## config.mk

```make
export PLATFORM = sky130hd
export DESIGN_NAME = obi_rr_arbiter_n_to_one_flat
export DESIGN_NICKNAME = d
export VERILOG_FILES = /design/src/rtl/obi_rr_arbiter_n_to_one_if.sv /design/src/rtl/obi_rr_arbiter_n_to_one.sv /design/src/flat_wrapper.sv
export SDC_FILE = /design/constraint.sdc
export NUM_CORES = 1
export LEC_CHECK = 0
export CORE_AREA = 2 2 165 167
export CTS_CLUSTER_DIAMETER = 100
export DETAILED_ROUTE_END_ITERATION = 12
export DIE_AREA = 0 0 167 169
export RECOVER_POWER = 25
export SYNTH_ARGS = -nofsm -noshare
export SYNTH_HDL_FRONTEND = slang
export SYNTH_SLANG_ARGS = --single-unit
export TNS_END_PERCENT = 1
```

## constraint.sdc

```tcl
create_clock -name clk_i -period 2.2 [get_ports clk_i]
set_input_delay 0.44 -clock clk_i [delete_from_list [all_inputs] [get_ports clk_i]]
set_output_delay 0.44 -clock clk_i [all_outputs]
set_load 0.01 [all_outputs]
```

## src/rtl/obi_rr_arbiter_n_to_one_if.sv

```systemverilog
// obi_rr_arbiter_n_to_one_if: upstream-master and downstream-slave OBI signals around the arbiter
interface obi_rr_arbiter_n_to_one_if #(
  parameter int NMASTER = 4
);
  logic [NMASTER-1:0]    m_req_i;
  logic [NMASTER*32-1:0] m_addr_i;
  logic [NMASTER-1:0]    m_we_i;
  logic [NMASTER*4-1:0]  m_be_i;
  logic [NMASTER*32-1:0] m_wdata_i;
  logic [NMASTER-1:0]    m_gnt_o;
  logic [NMASTER-1:0]    m_rvalid_o;
  logic [31:0]           m_rdata_o;
  logic                  s_req_o;
  logic [31:0]           s_addr_o;
  logic                  s_we_o;
  logic [3:0]            s_be_o;
  logic [31:0]           s_wdata_o;
  logic                  s_gnt_i;
  logic                  s_rvalid_i;
  logic [31:0]           s_rdata_i;
  modport slave (
    input  m_req_i, m_addr_i, m_we_i, m_be_i, m_wdata_i, s_gnt_i, s_rvalid_i, s_rdata_i,
    output m_gnt_o, m_rvalid_o, m_rdata_o, s_req_o, s_addr_o, s_we_o, s_be_o, s_wdata_o
  );
  modport master (
    output m_req_i, m_addr_i, m_we_i, m_be_i, m_wdata_i, s_gnt_i, s_rvalid_i, s_rdata_i,
    input  m_gnt_o, m_rvalid_o, m_rdata_o, s_req_o, s_addr_o, s_we_o, s_be_o, s_wdata_o
  );
endinterface

```

## src/rtl/obi_rr_arbiter_n_to_one.sv

```systemverilog
// obi_rr_arbiter_n_to_one: round-robin N-to-1 OBI arbiter with in-order response routing
module obi_rr_arbiter_n_to_one #(
  parameter int NMASTER = 4,
  parameter int MAX_OUTSTANDING = 4,
  localparam int IDX_W = $clog2(NMASTER),
  localparam int CNT_W = $clog2(MAX_OUTSTANDING + 1),
  localparam int PTR_W = MAX_OUTSTANDING > 1 ? $clog2(MAX_OUTSTANDING) : 1
) (
  input  logic                    clk_i,
  input  logic                    rst_i,
  obi_rr_arbiter_n_to_one_if.slave bus,
  output logic [CNT_W-1:0]        outstanding_o,
  output logic                    unexpected_rvalid_o
);
  logic [IDX_W-1:0] rr_ptr, winner, cand, head;
  logic [IDX_W-1:0] fifo [MAX_OUTSTANDING];
  logic [PTR_W-1:0] wr_ptr, rd_ptr;
  logic [CNT_W-1:0] count;
  logic full, hs, pop;
  // descending scan so the requester closest to rr_ptr is the last to overwrite winner
  always_comb begin
    winner = rr_ptr;
    cand = rr_ptr;
    for (int i = NMASTER - 1; i >= 0; i--) begin
      cand = IDX_W'((int'(rr_ptr) + i) % NMASTER);
      winner = bus.m_req_i[cand] ? cand : winner;
    end
  end
  assign full = count == CNT_W'(MAX_OUTSTANDING);
  assign bus.s_req_o = (|bus.m_req_i) & ~full;
  assign hs = bus.s_req_o & bus.s_gnt_i;
  assign pop = bus.s_rvalid_i & (count != '0);
  assign unexpected_rvalid_o = bus.s_rvalid_i & (count == '0);
  assign head = fifo[rd_ptr];
  assign bus.s_addr_o = bus.s_req_o ? bus.m_addr_i[32*winner +: 32] : '0;
  assign bus.s_we_o = bus.s_req_o ? bus.m_we_i[winner] : 1'b0;
  assign bus.s_be_o = bus.s_req_o ? bus.m_be_i[4*winner +: 4] : '0;
  assign bus.s_wdata_o = bus.s_req_o ? bus.m_wdata_i[32*winner +: 32] : '0;
  assign bus.m_gnt_o = hs ? NMASTER'(1) << winner : '0;
  assign bus.m_rvalid_o = pop ? NMASTER'(1) << head : '0;
  assign bus.m_rdata_o = bus.s_rdata_i;
  assign outstanding_o = count;
  always_ff @(posedge clk_i) begin
    if (rst_i) begin
      rr_ptr <= '0;
      wr_ptr <= '0;
      rd_ptr <= '0;
      count <= '0;
    end else begin
      if (hs) begin
        rr_ptr <= winner == IDX_W'(NMASTER - 1) ? '0 : winner + 1'b1;
        wr_ptr <= wr_ptr == PTR_W'(MAX_OUTSTANDING - 1) ? '0 : wr_ptr + 1'b1;
      end
      if (pop) rd_ptr <= rd_ptr == PTR_W'(MAX_OUTSTANDING - 1) ? '0 : rd_ptr + 1'b1;
      count <= count + CNT_W'(hs) - CNT_W'(pop);
    end
  end
  always_ff @(posedge clk_i) if (hs) fifo[wr_ptr] <= winner;
endmodule
```

## src/flat_wrapper.sv

```systemverilog
// flat-port wrapper written by rule: the top's interface ports become plain ports
module obi_rr_arbiter_n_to_one_flat 
#(
  parameter int NMASTER = 4,
  parameter int MAX_OUTSTANDING = 4,
  localparam int IDX_W = $clog2(NMASTER),
  localparam int CNT_W = $clog2(MAX_OUTSTANDING + 1),
  localparam int PTR_W = MAX_OUTSTANDING > 1 ? $clog2(MAX_OUTSTANDING) : 1
)
  (clk_i, rst_i, outstanding_o, unexpected_rvalid_o, bus_m_req_i, bus_m_addr_i, bus_m_we_i, bus_m_be_i, bus_m_wdata_i, bus_s_gnt_i, bus_s_rvalid_i, bus_s_rdata_i, bus_m_gnt_o, bus_m_rvalid_o, bus_m_rdata_o, bus_s_req_o, bus_s_addr_o, bus_s_we_o, bus_s_be_o, bus_s_wdata_o);
  obi_rr_arbiter_n_to_one_if #(.NMASTER(NMASTER)) bus_i ();
  input  logic clk_i;
  input  logic rst_i;
  output logic [CNT_W-1:0] outstanding_o;
  output logic unexpected_rvalid_o;
  input wire logic [$bits(bus_i.m_req_i)-1:0] bus_m_req_i;
  input wire logic [$bits(bus_i.m_addr_i)-1:0] bus_m_addr_i;
  input wire logic [$bits(bus_i.m_we_i)-1:0] bus_m_we_i;
  input wire logic [$bits(bus_i.m_be_i)-1:0] bus_m_be_i;
  input wire logic [$bits(bus_i.m_wdata_i)-1:0] bus_m_wdata_i;
  input wire logic [$bits(bus_i.s_gnt_i)-1:0] bus_s_gnt_i;
  input wire logic [$bits(bus_i.s_rvalid_i)-1:0] bus_s_rvalid_i;
  input wire logic [$bits(bus_i.s_rdata_i)-1:0] bus_s_rdata_i;
  output wire logic [$bits(bus_i.m_gnt_o)-1:0] bus_m_gnt_o;
  output wire logic [$bits(bus_i.m_rvalid_o)-1:0] bus_m_rvalid_o;
  output wire logic [$bits(bus_i.m_rdata_o)-1:0] bus_m_rdata_o;
  output wire logic [$bits(bus_i.s_req_o)-1:0] bus_s_req_o;
  output wire logic [$bits(bus_i.s_addr_o)-1:0] bus_s_addr_o;
  output wire logic [$bits(bus_i.s_we_o)-1:0] bus_s_we_o;
  output wire logic [$bits(bus_i.s_be_o)-1:0] bus_s_be_o;
  output wire logic [$bits(bus_i.s_wdata_o)-1:0] bus_s_wdata_o;
  assign bus_i.m_req_i = bus_m_req_i;
  assign bus_i.m_addr_i = bus_m_addr_i;
  assign bus_i.m_we_i = bus_m_we_i;
  assign bus_i.m_be_i = bus_m_be_i;
  assign bus_i.m_wdata_i = bus_m_wdata_i;
  assign bus_i.s_gnt_i = bus_s_gnt_i;
  assign bus_i.s_rvalid_i = bus_s_rvalid_i;
  assign bus_i.s_rdata_i = bus_s_rdata_i;
  assign bus_m_gnt_o = bus_i.m_gnt_o;
  assign bus_m_rvalid_o = bus_i.m_rvalid_o;
  assign bus_m_rdata_o = bus_i.m_rdata_o;
  assign bus_s_req_o = bus_i.s_req_o;
  assign bus_s_addr_o = bus_i.s_addr_o;
  assign bus_s_we_o = bus_i.s_we_o;
  assign bus_s_be_o = bus_i.s_be_o;
  assign bus_s_wdata_o = bus_i.s_wdata_o;
  obi_rr_arbiter_n_to_one #(.NMASTER(NMASTER), .MAX_OUTSTANDING(MAX_OUTSTANDING)) u_core (.clk_i(clk_i), .rst_i(rst_i), .bus(bus_i), .outstanding_o(outstanding_o), .unexpected_rvalid_o(unexpected_rvalid_o));
endmodule
```

==> summary.md <==
| Metric | Value |
|---|---|
| DR pass1 iterations | `4` |
| Diodes inserted | `0` |
| Critical Path End Type | `primary output` |
| Global Route Usage Sum | `between 10 and 15%` |
| Starting density of the core | `a little over an eighth` |
| Synth warn | `0` |
| Final Hold Violating Endpoints | `0` |
| Crit-path cells | `and2b_2 -> o31ai_4 -> buf_6 -> buf_12 -> buf_12 -> buf_8 -> mux2i_4 -> o22ai_2 -> buf_2` |
| Fillers | `2809` |
| Cts bufs inserted | `3` |
| Starting DRC count in detailed routing | `about 130` |
| Sequential fraction of the synthesis area | `a little over an eighth` |
| Gr ovfl total | `0` |
| Total power draw | `~5.7 mW` |
| RSZ-0062 raised after global routing | `true` |
| Max Cap Violations | `0` |
| Max Slew Vio Count | `0` |
| Hold Path Depth | `2` |
| F_max | `0.390 GHz` |
| # rows | `60` |
| CTS Sinks | `19` |
| Outcome | `complete, but fails checks` |
| Die Y | `about 170 um` |
| Fraction of layout cells with a size suffix above 1 | `a little under 30%` |
| Vias in the first global route | `between 4000 and 5000` |
| Mapped Cells | `367` |
| Vias/cell | `about 4.0` |
| Minimum clock period | `2.57 ns` |
| Dpl hpwl | `around 14000 um` |
| Placed Cells | `between 1000 and 1500` |
| Pleak | `roughly 3.2 nW` |
| Mapped Area | `3450 um^2` |
| Placer congestion estimate | `approximately 0.81` |
| CP Max Fanout | `8` |
| Critical Path AT | `~2.1 ns` |
| PortBufs | `365` |
| Synth unique cells | `39` |
| Fin nets | `1074` |
| R2R cell count | `12` |
| Layout Utilization | `30.1%` |
| Setup TNS | `-19.96 ns` |
| Critical path launch point type | `flop` |
| Non-filler cells, final | `1086` |
| Clock buffer depth | `2` |
| Largest net degree at the start of global routing | `27` |
| Crit. path cell count | `9` |
| Remaining DRCs | `0` |
| Die Width | `around 170 um` |
| Syn nets | `695` |
| Most common library cells after synthesis | `141 x mux2i_1, 59 x o22ai_1, 36 x buf_4, 11 x dfxtp_1, 11 x ha_1` |
| Top-count cell post-synth | `mux2i_1` |
| First-pass GRT wire length | `26700 um` |
| Critical Path Max Stage Delay | `around 0.33 ns` |
| Worst Path Buf+Inv | `5` |
| Avg Cell Area, Syn | `roughly 9.4 um^2` |
| Hold Buf Count CTS | `0` |
| Final Setup Violations | `74` |
| Worst Path Required | `between 1.5 and 2 ns` |
| Critical Path Most Common Cell | `buf_12` |
| Initial antenna violation count | `0` |
| Worst Setup Path Type | `reg -> out` |
| PwrDens | `~700 nW/um^2` |
| Min Hold Slack | `0.488 ns` |
| Per-cell routed wire length | `17.0 um` |
| Clk_skew | `0.00481 ns` |
| Post-DRT Antenna Nets | `0` |
| Clock Pin Slew Worst Setup and Hold Paths | `~0.060 ns` |
| Core Box Area | `approximately 27000 um^2` |
| Slowest CP cell | `dfxtp_2` |
| Setup WS post-layout | `-0.366 ns` |
| Post-synth EDFFs | `8` |
| Worst skew pair latency | `about 0.25 ns` |
| Final worst-path cycle share | `117%` |
| Root Driver | `clkbuf_16` |
| Share of synthesized flip-flops with an asynchronous set or reset | `0%` |
| Register bit total from synthesis | `19` |
| Synth-to-Final Area Change | `131%` |
| Hold WC Path Type | `reg -> reg` |
| Violated checks | `negative setup slack` |
| Largest area contributor in the netlist | `mux2i_1` |
| Worst VDD drop | `0.603 mV` |
| Synth top area cells | `mux2i_1 41%, o22ai_1 11%, buf_4 7.8%` |
| Relative slew slack | `between 60 and 70%` |
| Die area | `28200 um^2` |
| H-tree depth | `1` |
| Top Ports | `430` |
| Slew @ Worst Pin | `~0.47 ns` |
| Post-synth top flop | `dfxtp_1` |
| CTS tree | `yes` |
| Via count | `between 4000 and 5000` |
| Drt total wl | `between 15000 and 20000 um` |
| Yosys top cell area share | `40.9%` |
| Cell family with most CP delay | `buffers and inverters` |
## repair_timing
item / CTS / global route
pin swaps: 38 / 16
setup endpoints to repair: 80 / 75
gates cloned: 5 / 0
setup buffers: 15 / 5
resized for setup: 366 / 48
## worst paths after layout
| path | from | end | slack [ns] |
|---|---|---|---|
| setup / recovery | u_core.rr_ptr[0]$_SDFFE_PP0P_ | bus_s_addr_o[29] | -0.37 |
| hold / removal | u_core.rd_ptr[1]$_SDFFE_PP0P_ | flop | 0.49 |
| setup reg to reg | u_core.outstanding_o[2]$_SDFF_PP0_ | u_core.outstanding_o[2]$_SDFF_PP0_ | 0 |
| hold reg to reg | u_core.rd_ptr[1]$_SDFFE_PP0P_ | flop | 0.49 |
## tightest hold or removal path, cell delays in order, from the launching register on
cell and delay (ns):
dfxtp_1 0.31, nand2_1 0.05, a21oi_1 0.07
## metrics by stage
step / cell area [um^2] / worst slack, ns
floorplan: 3450 / 0.0226
finish: 7970 / -0.366
global route: 7970 / -0.503
CTS: 7820 / -0.462
detailed placement: 7540 / -1.18
global placement: 7540 / -1.20
## area by class of cell
class | count | area, um^2 | share of cell area [%]
sequential | 19 | 465 | 5.84
clock inverter | 1 | 7.51 | 0.0942
clock buffer | 3 | 75.1 | 0.942
tap | 341 | 427 | 5.35
multi-input combinational | 274 | 2710 | 34.0
timing repair buffer | 439 | 4260 | 53.4
inverter | 9 | 33.8 | 0.424
## kinds of logic (layout without fill, tap and decap cells)
kind of cell / after synthesis / in the layout / synth area share [%]
flops: 19 / 19 / 13.3
mux: 143 / 143 / 42.2
compound gates: 80 / 80 / 17.1
simple gates: 37 / 37 / 6.09
buf+inv: 74 / 452 / 16.2
xor+xnor: 2 / 2 / 0.507
fa+ha+maj: 12 / 12 / 4.57
## power breakdown
part	internal, mW	leakage (nW)	switching (mW)	total [mW]
clock network	0.246	0.0371	0.130	0.375
logic	2.67	3.01	2.20	4.87
registers	0.452	0.166	0.0437	0.495
## layout by cell type (no fill, tap or decap), types with 2 or more instances in the layout
cell type	count
buf_16	2
nand2_1	2
ha_1	10
inv_1	7
nor3b_1	2
buf_12	17
o22ai_1	50
nor2_1	10
mux2i_4	7
mux4_2	2
and3_1	7
buf_8	9
dfxtp_1	9
o31ai_4	2
nor3_1	2
mux2i_2	18
clkdlybuf4s50_1	283
nor2b_1	2
buf_4	30
and3_4	2
mux2i_1	116
edfxtp_1	8
a21oi_1	2
clkbuf_16	3
buf_2	70
o22ai_2	19
dlygate4sd2_1	5
buf_6	19
clkdlybuf4s15_2	2
and2_1	2
inv_2	2
## metal layers
metal,track usage [%],up-vias,share of wire [%],wire length (um)
met4,1.84,0,1.3,238
met1,15.2,2016,40,7450
met3,2.97,17,7.4,1370
met2,21.5,216,51,9370
met5,0,-,0,0
li1,-,2130,-,-
Note: power is estimated with default switching activity, not from simulation.
